$ cat src/rtl/pb_pkg.sv
`timescale 1ns/1ps
// Shared definitions for the protobuf wire-format blocks.
// Provides byte/varint sizing constants, the varint streamer state type,
// the 80-bit encoded word type and a zigzag64 helper for sint fields.
package pb_pkg;

  localparam int unsigned BYTE             = 8;
  localparam int unsigned VARINT_MAX_BYTES = 10;

  typedef enum logic {IDLE, EMIT} vs_state_t;

  typedef logic [79:0] varint_word_t;

  // Maps signed values to unsigned so small magnitudes stay short.
  function automatic logic [63:0] zigzag64(input logic [63:0] v);
    return (v << 1) ^ {64{v[63]}};
  endfunction

endpackage

$ cat src/rtl/varint_ser.sv
`timescale 1ns/1ps
// Combinational base-128 varint encoder.
// Ports:
//   value - 64-bit unsigned input
//   word  - 10 encoded bytes, byte i at [8i+7:8i], bit 8i+7 = continuation
// Bytes beyond the encoded length are zero, so their continuation bits are
// clear and the length can be recovered by counting continuation bits.
module varint_ser
  import pb_pkg::*;
(
  input  logic [63:0]  value,
  output varint_word_t word
);

  always_comb begin
    word = '0;
    for (int i = 0; i < VARINT_MAX_BYTES - 1; i++) begin
      word[i*BYTE +: 7]  = value[i*7 +: 7];
      // Continue if any higher payload bit is still set.
      word[i*BYTE + 7]   = |(value >> (7 * (i + 1)));
    end
    // Tenth byte carries only bit 63 and never continues.
    word[72] = value[63];
  end

endmodule

$ cat src/rtl/varint_stream_ctrl.sv
`timescale 1ns/1ps
// Varint byte streamer.
// Accepts 64-bit field values (optionally zigzagged) on a valid/ready input,
// encodes them with varint_ser, and emits the encoded bytes one per cycle on
// a valid/ready byte stream with an end-of-varint marker. Keeps a saturating
// count of bytes handed off for length-delimited headers.
// Ports:
//   clk, rst_n                      - clock, async active-low reset
//   in_valid/in_ready/in_value      - value input handshake
//   in_zigzag                       - zigzag-encode in_value before encoding
//   out_valid/out_ready/out_byte    - byte output handshake
//   out_last                        - out_byte is the final byte of its varint
//   byte_count/cnt_clr              - handed-off byte counter and its clear
module varint_stream_ctrl
  import pb_pkg::*;
(
  input  logic        clk,
  input  logic        rst_n,
  input  logic        in_valid,
  output logic        in_ready,
  input  logic [63:0] in_value,
  input  logic        in_zigzag,
  output logic        out_valid,
  input  logic        out_ready,
  output logic [7:0]  out_byte,
  output logic        out_last,
  output logic [31:0] byte_count,
  input  logic        cnt_clr
);

  logic [63:0]  ser_value;
  varint_word_t ser_word;
  logic [3:0]   ser_len;

  vs_state_t    state_q;
  varint_word_t word_q;
  logic [3:0]   len_q;
  logic [3:0]   idx_q;
  logic [3:0]   idx_nxt;
  logic         fire;

  assign ser_value = in_zigzag ? zigzag64(in_value) : in_value;

  varint_ser u_ser (
    .value(ser_value),
    .word (ser_word)
  );

  always_comb begin
    ser_len = 4'd1;
    for (int i = 0; i < VARINT_MAX_BYTES - 1; i++) begin
      ser_len = ser_len + {3'b000, ser_word[i*BYTE + 7]};
    end
  end

  assign fire    = out_valid & out_ready;
  assign idx_nxt = idx_q + 4'd1;

  // Combinational path from out_ready lets the next value load on the same
  // edge the last byte leaves, so consecutive varints have no bubble.
  assign in_ready = rst_n & ((state_q == IDLE) |
                             ((state_q == EMIT) & out_last & out_ready));

  always_ff @(posedge clk or negedge rst_n) begin
    if (!rst_n) begin
      state_q   <= IDLE;
      word_q    <= '0;
      len_q     <= 4'd1;
      idx_q     <= 4'd0;
      out_valid <= 1'b0;
      out_byte  <= 8'h00;
      out_last  <= 1'b0;
    end else begin
      unique case (state_q)
        IDLE: begin
          if (in_valid) begin
            state_q   <= EMIT;
            word_q    <= ser_word;
            len_q     <= ser_len;
            idx_q     <= 4'd0;
            out_valid <= 1'b1;
            out_byte  <= ser_word[7:0];
            out_last  <= (ser_len == 4'd1);
          end
        end
        EMIT: begin
          if (out_ready) begin
            if (!out_last) begin
              idx_q    <= idx_nxt;
              out_byte <= word_q[{idx_nxt, 3'b000} +: BYTE];
              out_last <= (idx_nxt == len_q - 4'd1);
            end else if (in_valid) begin
              word_q    <= ser_word;
              len_q     <= ser_len;
              idx_q     <= 4'd0;
              out_valid <= 1'b1;
              out_byte  <= ser_word[7:0];
              out_last  <= (ser_len == 4'd1);
            end else begin
              state_q   <= IDLE;
              idx_q     <= 4'd0;
              out_valid <= 1'b0;
              out_byte  <= 8'h00;
              out_last  <= 1'b0;
            end
          end
        end
        default: state_q <= IDLE;
      endcase
    end
  end

  always_ff @(posedge clk or negedge rst_n) begin
    if (!rst_n) begin
      byte_count <= 32'd0;
    end else if (cnt_clr) begin
      byte_count <= fire ? 32'd1 : 32'd0;
    end else if (fire && (byte_count != 32'hFFFF_FFFF)) begin
      byte_count <= byte_count + 32'd1;
    end
  end

endmodule
$ cat config.mk
export PLATFORM = sky130hd
export DESIGN_NAME = varint_stream_ctrl
export DESIGN_NICKNAME = d
export VERILOG_FILES = /design/src/rtl/pb_pkg.sv /design/src/rtl/varint_ser.sv /design/src/rtl/varint_stream_ctrl.sv
export SDC_FILE = /design/constraint.sdc
export NUM_CORES = 1
export LEC_CHECK = 0
export CORE_MARGIN = 5
export CORE_UTILIZATION = 60
export CTS_CLUSTER_SIZE = 10
export DETAILED_ROUTE_END_ITERATION = 10
export GPL_TIMING_DRIVEN = 0
export PLACE_DENSITY = 0.87
export SYNTH_ARGS = -nofsm -noshare
export SYNTH_HDL_FRONTEND = slang
export SYNTH_SLANG_ARGS = --single-unit
$ cat constraint.sdc
create_clock -name clk -period 7.2 [get_ports clk]
set_input_delay 1.08 -clock clk [delete_from_list [all_inputs] [get_ports clk]]
set_output_delay 1.08 -clock clk [all_outputs]
set_load 0.02 [all_outputs]
[Yosys cells after proc, flatten, opt, wreduce, memory -nomap -nowiden]
Cells that the tools add are included.
Storage, ports and cells
  flip-flop bits (word level): 131
  bits in latches: 0
  RAM bits: 0
  bits in read-only memories: 0
  input bits: 70
  output and inout bits: 43
  word-level logic and storage cells: 81
  memories kept: 0
Cells by class
  add/subtract/negate cells: 12
  multipliers: 0
  div/mod/pow operators: 0
  $lt $le $gt $ge: 0
  eq/ne operators: 6
  shifts and indexed selects: 1
  multiplexer cells: 34
  bitwise gates (word level): 7
  reduce and logical (&&, ||, !) cells: 13
Operators by type and width (count)
  80-bit 2-to-1 mux: 3
  80-bit case mux with 2 select lines: 1
  80-bit by 8-bit indexed part select with 8-bit output: 1
  32-bit 2-to-1 mux: 2
  64-bit 2-to-1 mux: 1
  64-bit bitwise XOR: 1
  57-bit OR reduction: 1
  50-bit OR reduction: 1
  43-bit OR reduction: 1
  36-bit OR reduction: 1
  32-bit by 1-bit adder with 32-bit output (second input constant): 1
  8-bit 2-to-1 mux: 4
  32-bit != test (second input constant): 1
  29-bit OR reduction: 1
  4-bit by 1-bit adder with 4-bit output: 6
  4-bit 2-to-1 mux: 6
  22-bit OR reduction: 1
  4-bit case mux with 2 select lines: 2
  8-bit case mux with 2 select lines: 1
  15-bit OR reduction: 1
  1-bit 2-to-1 mux: 11
  8-bit OR reduction: 1
  2-bit != test (second input constant): 3
  1-bit case mux with 2 select lines: 3
  other kinds (14): 18

[Depth between registers and ports, before layout]
  depth after elaboration: 17
  gate-level depth with buffers: 21
  mapped depth without buffers: 20

[Modules after synthesis]
Synthesis repeated with hierarchy kept, for this count alone.
Second synthesis, totals
  cell total of the unflattened synthesis: 1028
  area, all modules: 8712.1 um^2
By module, submodules not included
  varint_stream_ctrl: instances 1, cells an instance 923, area each 7957.6 um^2, seq. area each 3279.4 um^2
  varint_ser: instances 1, cells an instance 105, area each 754.5 um^2, seq. area each 0.0 um^2

[Least setup slack after synthesis]
Ideal clock, no wire load.
  path type: input port to flip-flop
  from: input port in_value[63]
  to: register out_last
  library setup time: 0.077 ns
  data arrival time: 5.237 ns
  path slack: 1.886 ns
  stages on the path: 18
  path through: or4b_1 > a211oi_2 > o211ai_2 > nor4b_4 > nand2b_2 > fa_1 > fa_1 > inv_1 > fa_1 > inv_1 > ha_1 > inv_1 > fa_1 > nor3_1 > a21oi_1 > nor3_1 > a31oi_1 > a21oi_1
RTL lines
  start: declaration: RTL line varint_stream_ctrl.sv:21  | input logic [63:0] in_value,
  64-bit bitwise XOR: RTL line pb_pkg.sv:16  | return (v << 1) ^ {64{v[63]}};
  64-bit 2-to-1 mux *: RTL line varint_stream_ctrl.sv:42  | assign ser_value = in_zigzag ? zigzag64(in_value) : in_value;
  8-bit OR reduction *: RTL line varint_ser.sv:20  | word[i*BYTE + 7] = |(value >> (7 * (i + 1)));
  net ser_word[63]: RTL line varint_stream_ctrl.sv:32  | varint_word_t ser_word;
  4-bit by 1-bit adder with 4-bit output * (2 in series): RTL line varint_stream_ctrl.sv:52  | ser_len = ser_len + {3'b000, ser_word[i*BYTE + 7]};
  4-bit by 1-bit equality test with 1-bit output *: RTL line varint_stream_ctrl.sv:83, varint_stream_ctrl.sv:98
  1-bit 2-to-1 mux: RTL line varint_stream_ctrl.sv:92  | end else if (in_valid) begin
  1-bit 2-to-1 mux: RTL line varint_stream_ctrl.sv:88  | if (!out_last) begin
  1-bit 2-to-1 mux: RTL line varint_stream_ctrl.sv:87  | if (out_ready) begin
  1-bit case mux with 2 select lines *: RTL line varint_stream_ctrl.sv:74  | unique case (state_q)
  end signal: assignment: RTL line varint_stream_ctrl.sv:83  | out_last <= (ser_len == 4'd1);
  end signal: assignment: RTL line varint_stream_ctrl.sv:91  | out_last <= (idx_nxt == len_q - 4'd1);
  end signal: assignment: RTL line varint_stream_ctrl.sv:98  | out_last <= (ser_len == 4'd1);
  end: declaration: RTL line varint_stream_ctrl.sv:26  | output logic out_last,
The timed path passes the listed nets; every way through them passes the cells marked *. The select of a mux whose other input is x is not followed.
A chain may end at the register's enable or synchronous reset.

[Worst setup path after layout]
  from: input port in_zigzag
  to: register out_last
RTL lines
  start: declaration: RTL line varint_stream_ctrl.sv:22  | input logic in_zigzag,
  64-bit 2-to-1 mux *: RTL line varint_stream_ctrl.sv:42
  36-bit OR reduction *: RTL line varint_ser.sv:20
  net ser_word[31]: RTL line varint_stream_ctrl.sv:32
  4-bit by 1-bit adder with 4-bit output * (6 in series): RTL line varint_stream_ctrl.sv:52
  4-bit by 1-bit equality test with 1-bit output *: RTL line varint_stream_ctrl.sv:83, varint_stream_ctrl.sv:98
  1-bit 2-to-1 mux: RTL line varint_stream_ctrl.sv:92
  1-bit 2-to-1 mux: RTL line varint_stream_ctrl.sv:88
  1-bit 2-to-1 mux: RTL line varint_stream_ctrl.sv:87
  1-bit case mux with 2 select lines *: RTL line varint_stream_ctrl.sv:74
Marks and branches as above.

==> results.toml <==
[timing]
fmax_mhz = 159
tightest_slew_ns = 0.858
setup_tns_ns = 0
fin_crit_ns = 6.28
finalHoldViolations = 0
rsz0062_at_grt = "false"
drv_slew = 0
fin_crit_sh = 0.873
maxSlewHeadroom = 0.424
final-setup-viol-count = 0
fin_skew_ns = 0.00755

[synthesis]
avgSynthCellArea_um2 = 8.73
synth_mux_area_frac = 0.0677
synth_nets = 975
synth_top_area_share = 0.391
synth_compound_area_frac = 0.158
synth_ff_type = "dfrtp_1"
yosysWarnings = 0
async_flop_share = 1.00
yosysSeqAreaShare = 0.395
synth_edf_count = 0
ys_types = 64
synth-simple-area-share = 0.214
yosysTopAreaCell = "dfrtp_1"
synth_fa_ha_area_frac = 0.0225
synthesis.area_um2 = 7800
synth.area.top_cells = "dfrtp_1 (39%), o21ai_0 (9.2%), xnor2_1 (8.8%)"
synth_xor_area_frac = 0.106
synth_top_family_by_area = "simple AND/OR/NAND/NOR gates"
synth-seq-cells = 123
synthCells = 894

[cells_and_area]
drive_gt1_frac = 0.0790
fillers = 855
fin_area_um2 = 9750
area_delta_synth_final_pct = 25.0
final_common_cell = "nand2_1"
final_cell_mix = "nand2_1 (167), o21ai_0 (143), dfrtp_1 (122)"
diodes = 0
nets = 1106

[clock_tree]
cts.sinks = 123
numCtsBuffers = 17
clk_latency_ns = 0.43
ctsResizeCount = 0
cts_buffer_depth = 2
cts-root-buf = "clkbuf_16"
cts_setup_buffers = 0
cts.htree.levels = 4
cts_tree = "done"
postCtsHoldBufs = 0
path_clk_slew_ns = 0.06

[job]
maxCapViolations = 0

[global_route]
grt-ovfl-total = 0
grt_usage = 0.317
antenna_found_initial = 0
grt_max_degree = 104
first_global_vias = 7252
grt_pass1_wl_um = 37500

[routing]
firstDrtPassIters = 5
ant_nets = 0
avgRoutedWirePerCell_um = 19.5
wl_met1_um = 8740
drtIter0Drc = 833
wl_met3_um = 2350
dr_wl_met2_um = 11300
wirelength_um = 23500
routed.top_layer = "met4"
drc_errors = 0
vias_per_cell = 6.36
vias = 7696

[worst_setup_path]
rr_worst_depth = 9
cp.arrival_ns = 6.64
r2r_slack_ns = 4.01
crit_fanout = 10
end_kind = "flip-flop"
cp.required_ns = 7.56
start_kind = "input pin"
timing.rr.start = "idx_q[1]"
path_class = "in -> reg"
r2r-end = "out_byte[1]"

[power_and_ir_drop]
p_leak_nw = 3.82
power.density_nw_per_um2 = 319
ir_drop_mv = 0.217

[worst_hold_path]
holdPathEnd = "word_q[10]"
hold_depth = 2
hold_path_class = "reg -> reg"
hold_start = "word_q[10]"

[place]
portBuffers = 111
gp_congestion = 0.960
dp_hpwl_um = 17000
dpl_cell_area_um2 = 9160

[floorplanning]
fp-row-count = 41
die_h_um = 124
core-area_um2 = 12700
fp.dieArea_um2 = 15400
die_w_um = 124
ioPinCount = 113
initial_core_util = 0.616

[run_status]
status = "finished clean"
worst max-delay path by stage:
| stage | from | to |
|---|---|---|
| after floorplan | in_value[63] | out_last |
| after global placement | rst_n | in_ready |
| after detailed placement | in_zigzag | out_last |
| after CTS | in_zigzag | out_last |
| after global routing | in_zigzag | out_last |
| final | in_zigzag | out_last |
where the power goes:
part / internal, mW / switching (mW) / leakage [nW] / total (mW)
Clock: 0.528 / 0.330 / 0.278 / 0.858
Combinational: 0.513 / 0.634 / 2.01 / 1.15
Sequential: 0.927 / 0.179 / 1.54 / 1.11
cells by family after synthesis:
kind of cell / after synthesis
simple gates: 350
compound gates: 211
flops: 123
xor+xnor: 94
buf+inv: 73
mux: 32
fa+ha+maj: 11
per-stage QoR:
stage	hold slack, ns	setup slack, ns	instances	utilization	power, mW
global route	0.508	0.556	1210	0.770	3.25
floorplan	0.441	1.89	894	-	1.80
detailed placement	0.466	0.727	1178	0.723	2.21
finish	0.485	0.918	1210	0.770	3.11
global placement	0.456	-0.503	1177	0.720	2.16
CTS	0.479	0.997	1210	0.770	3.08
per-layer routing:
layer  global-route usage  vias to the layer above
met2                0.520                      466
met3               0.0618                       84
met5                    0                        -
li1                     -                     3434
met4                0.162                        0
met1                0.400                     3712
critical path, cell delays in order:
cell and delay (ns):
clkdlybuf4s50_1 0.60, buf_4 0.24, clkbuf_1 0.39, o21ai_0 0.15
o21ai_0 0.47, nor4b_4 0.51, nand2b_2 0.21, nor3_1 0.28
ha_1 0.28, inv_1 0.09, fa_1 0.40, inv_1 0.09
fa_1 0.41, inv_1 0.08, ha_1 0.17, inv_1 0.06
fa_1 0.42, nor3_1 0.20, a21oi_1 0.07, nor3_1 0.22
a31oi_1 0.06, a21oi_1 0.14
flip-flops by register name (all words and copies together) (netlist names):
name,count
word_q,72
byte_count,32
out_byte,8
idx_q,4
len_q,4
out_last,1
out_valid,1
state_q,1
Yosys cell counts, types with 2 or more instances:
| master | instances |
|---|---|
| nor2_1 | 54 |
| o211ai_1 | 2 |
| or3_1 | 16 |
| nand2_1 | 167 |
| xnor2_1 | 78 |
| clkbuf_1 | 36 |
| nor3_1 | 23 |
| a211oi_1 | 5 |
| or2_2 | 4 |
| nand3_1 | 20 |
| a31oi_1 | 3 |
| ha_1 | 6 |
| or4b_1 | 2 |
| buf_2 | 15 |
| or4_1 | 5 |
| inv_1 | 13 |
| o21ai_0 | 143 |
| mux4_2 | 16 |
| a21oi_1 | 14 |
| o21a_1 | 7 |
| nand2b_1 | 5 |
| dfrtp_1 | 122 |
| xor2_1 | 16 |
| mux2i_1 | 10 |
| and4_1 | 12 |
| a21o_1 | 2 |
| buf_1 | 8 |
| o31ai_1 | 2 |
| and2_1 | 4 |
| fa_1 | 5 |
| and3_1 | 3 |
| o221ai_1 | 9 |
| a41oi_1 | 6 |
| nand4_1 | 20 |
| nor4_1 | 5 |
| mux2_2 | 6 |
| a211o_1 | 3 |
layout make-up:
| class | instances | area [um^2] | area share |
|---|---|---|---|
| inverter | 13 | 48.8 | 0.00500 |
| sequential | 123 | 3080 | 0.316 |
| tap | 172 | 215 | 0.0221 |
| clock buffer | 19 | 453 | 0.0464 |
| clock inverter | 13 | 143 | 0.0146 |
| buffer | 60 | 248 | 0.0254 |
| multi-input combinational | 698 | 4430 | 0.454 |
| timing repair buffer | 112 | 1140 | 0.117 |
(Power assumes the default switching activity.)
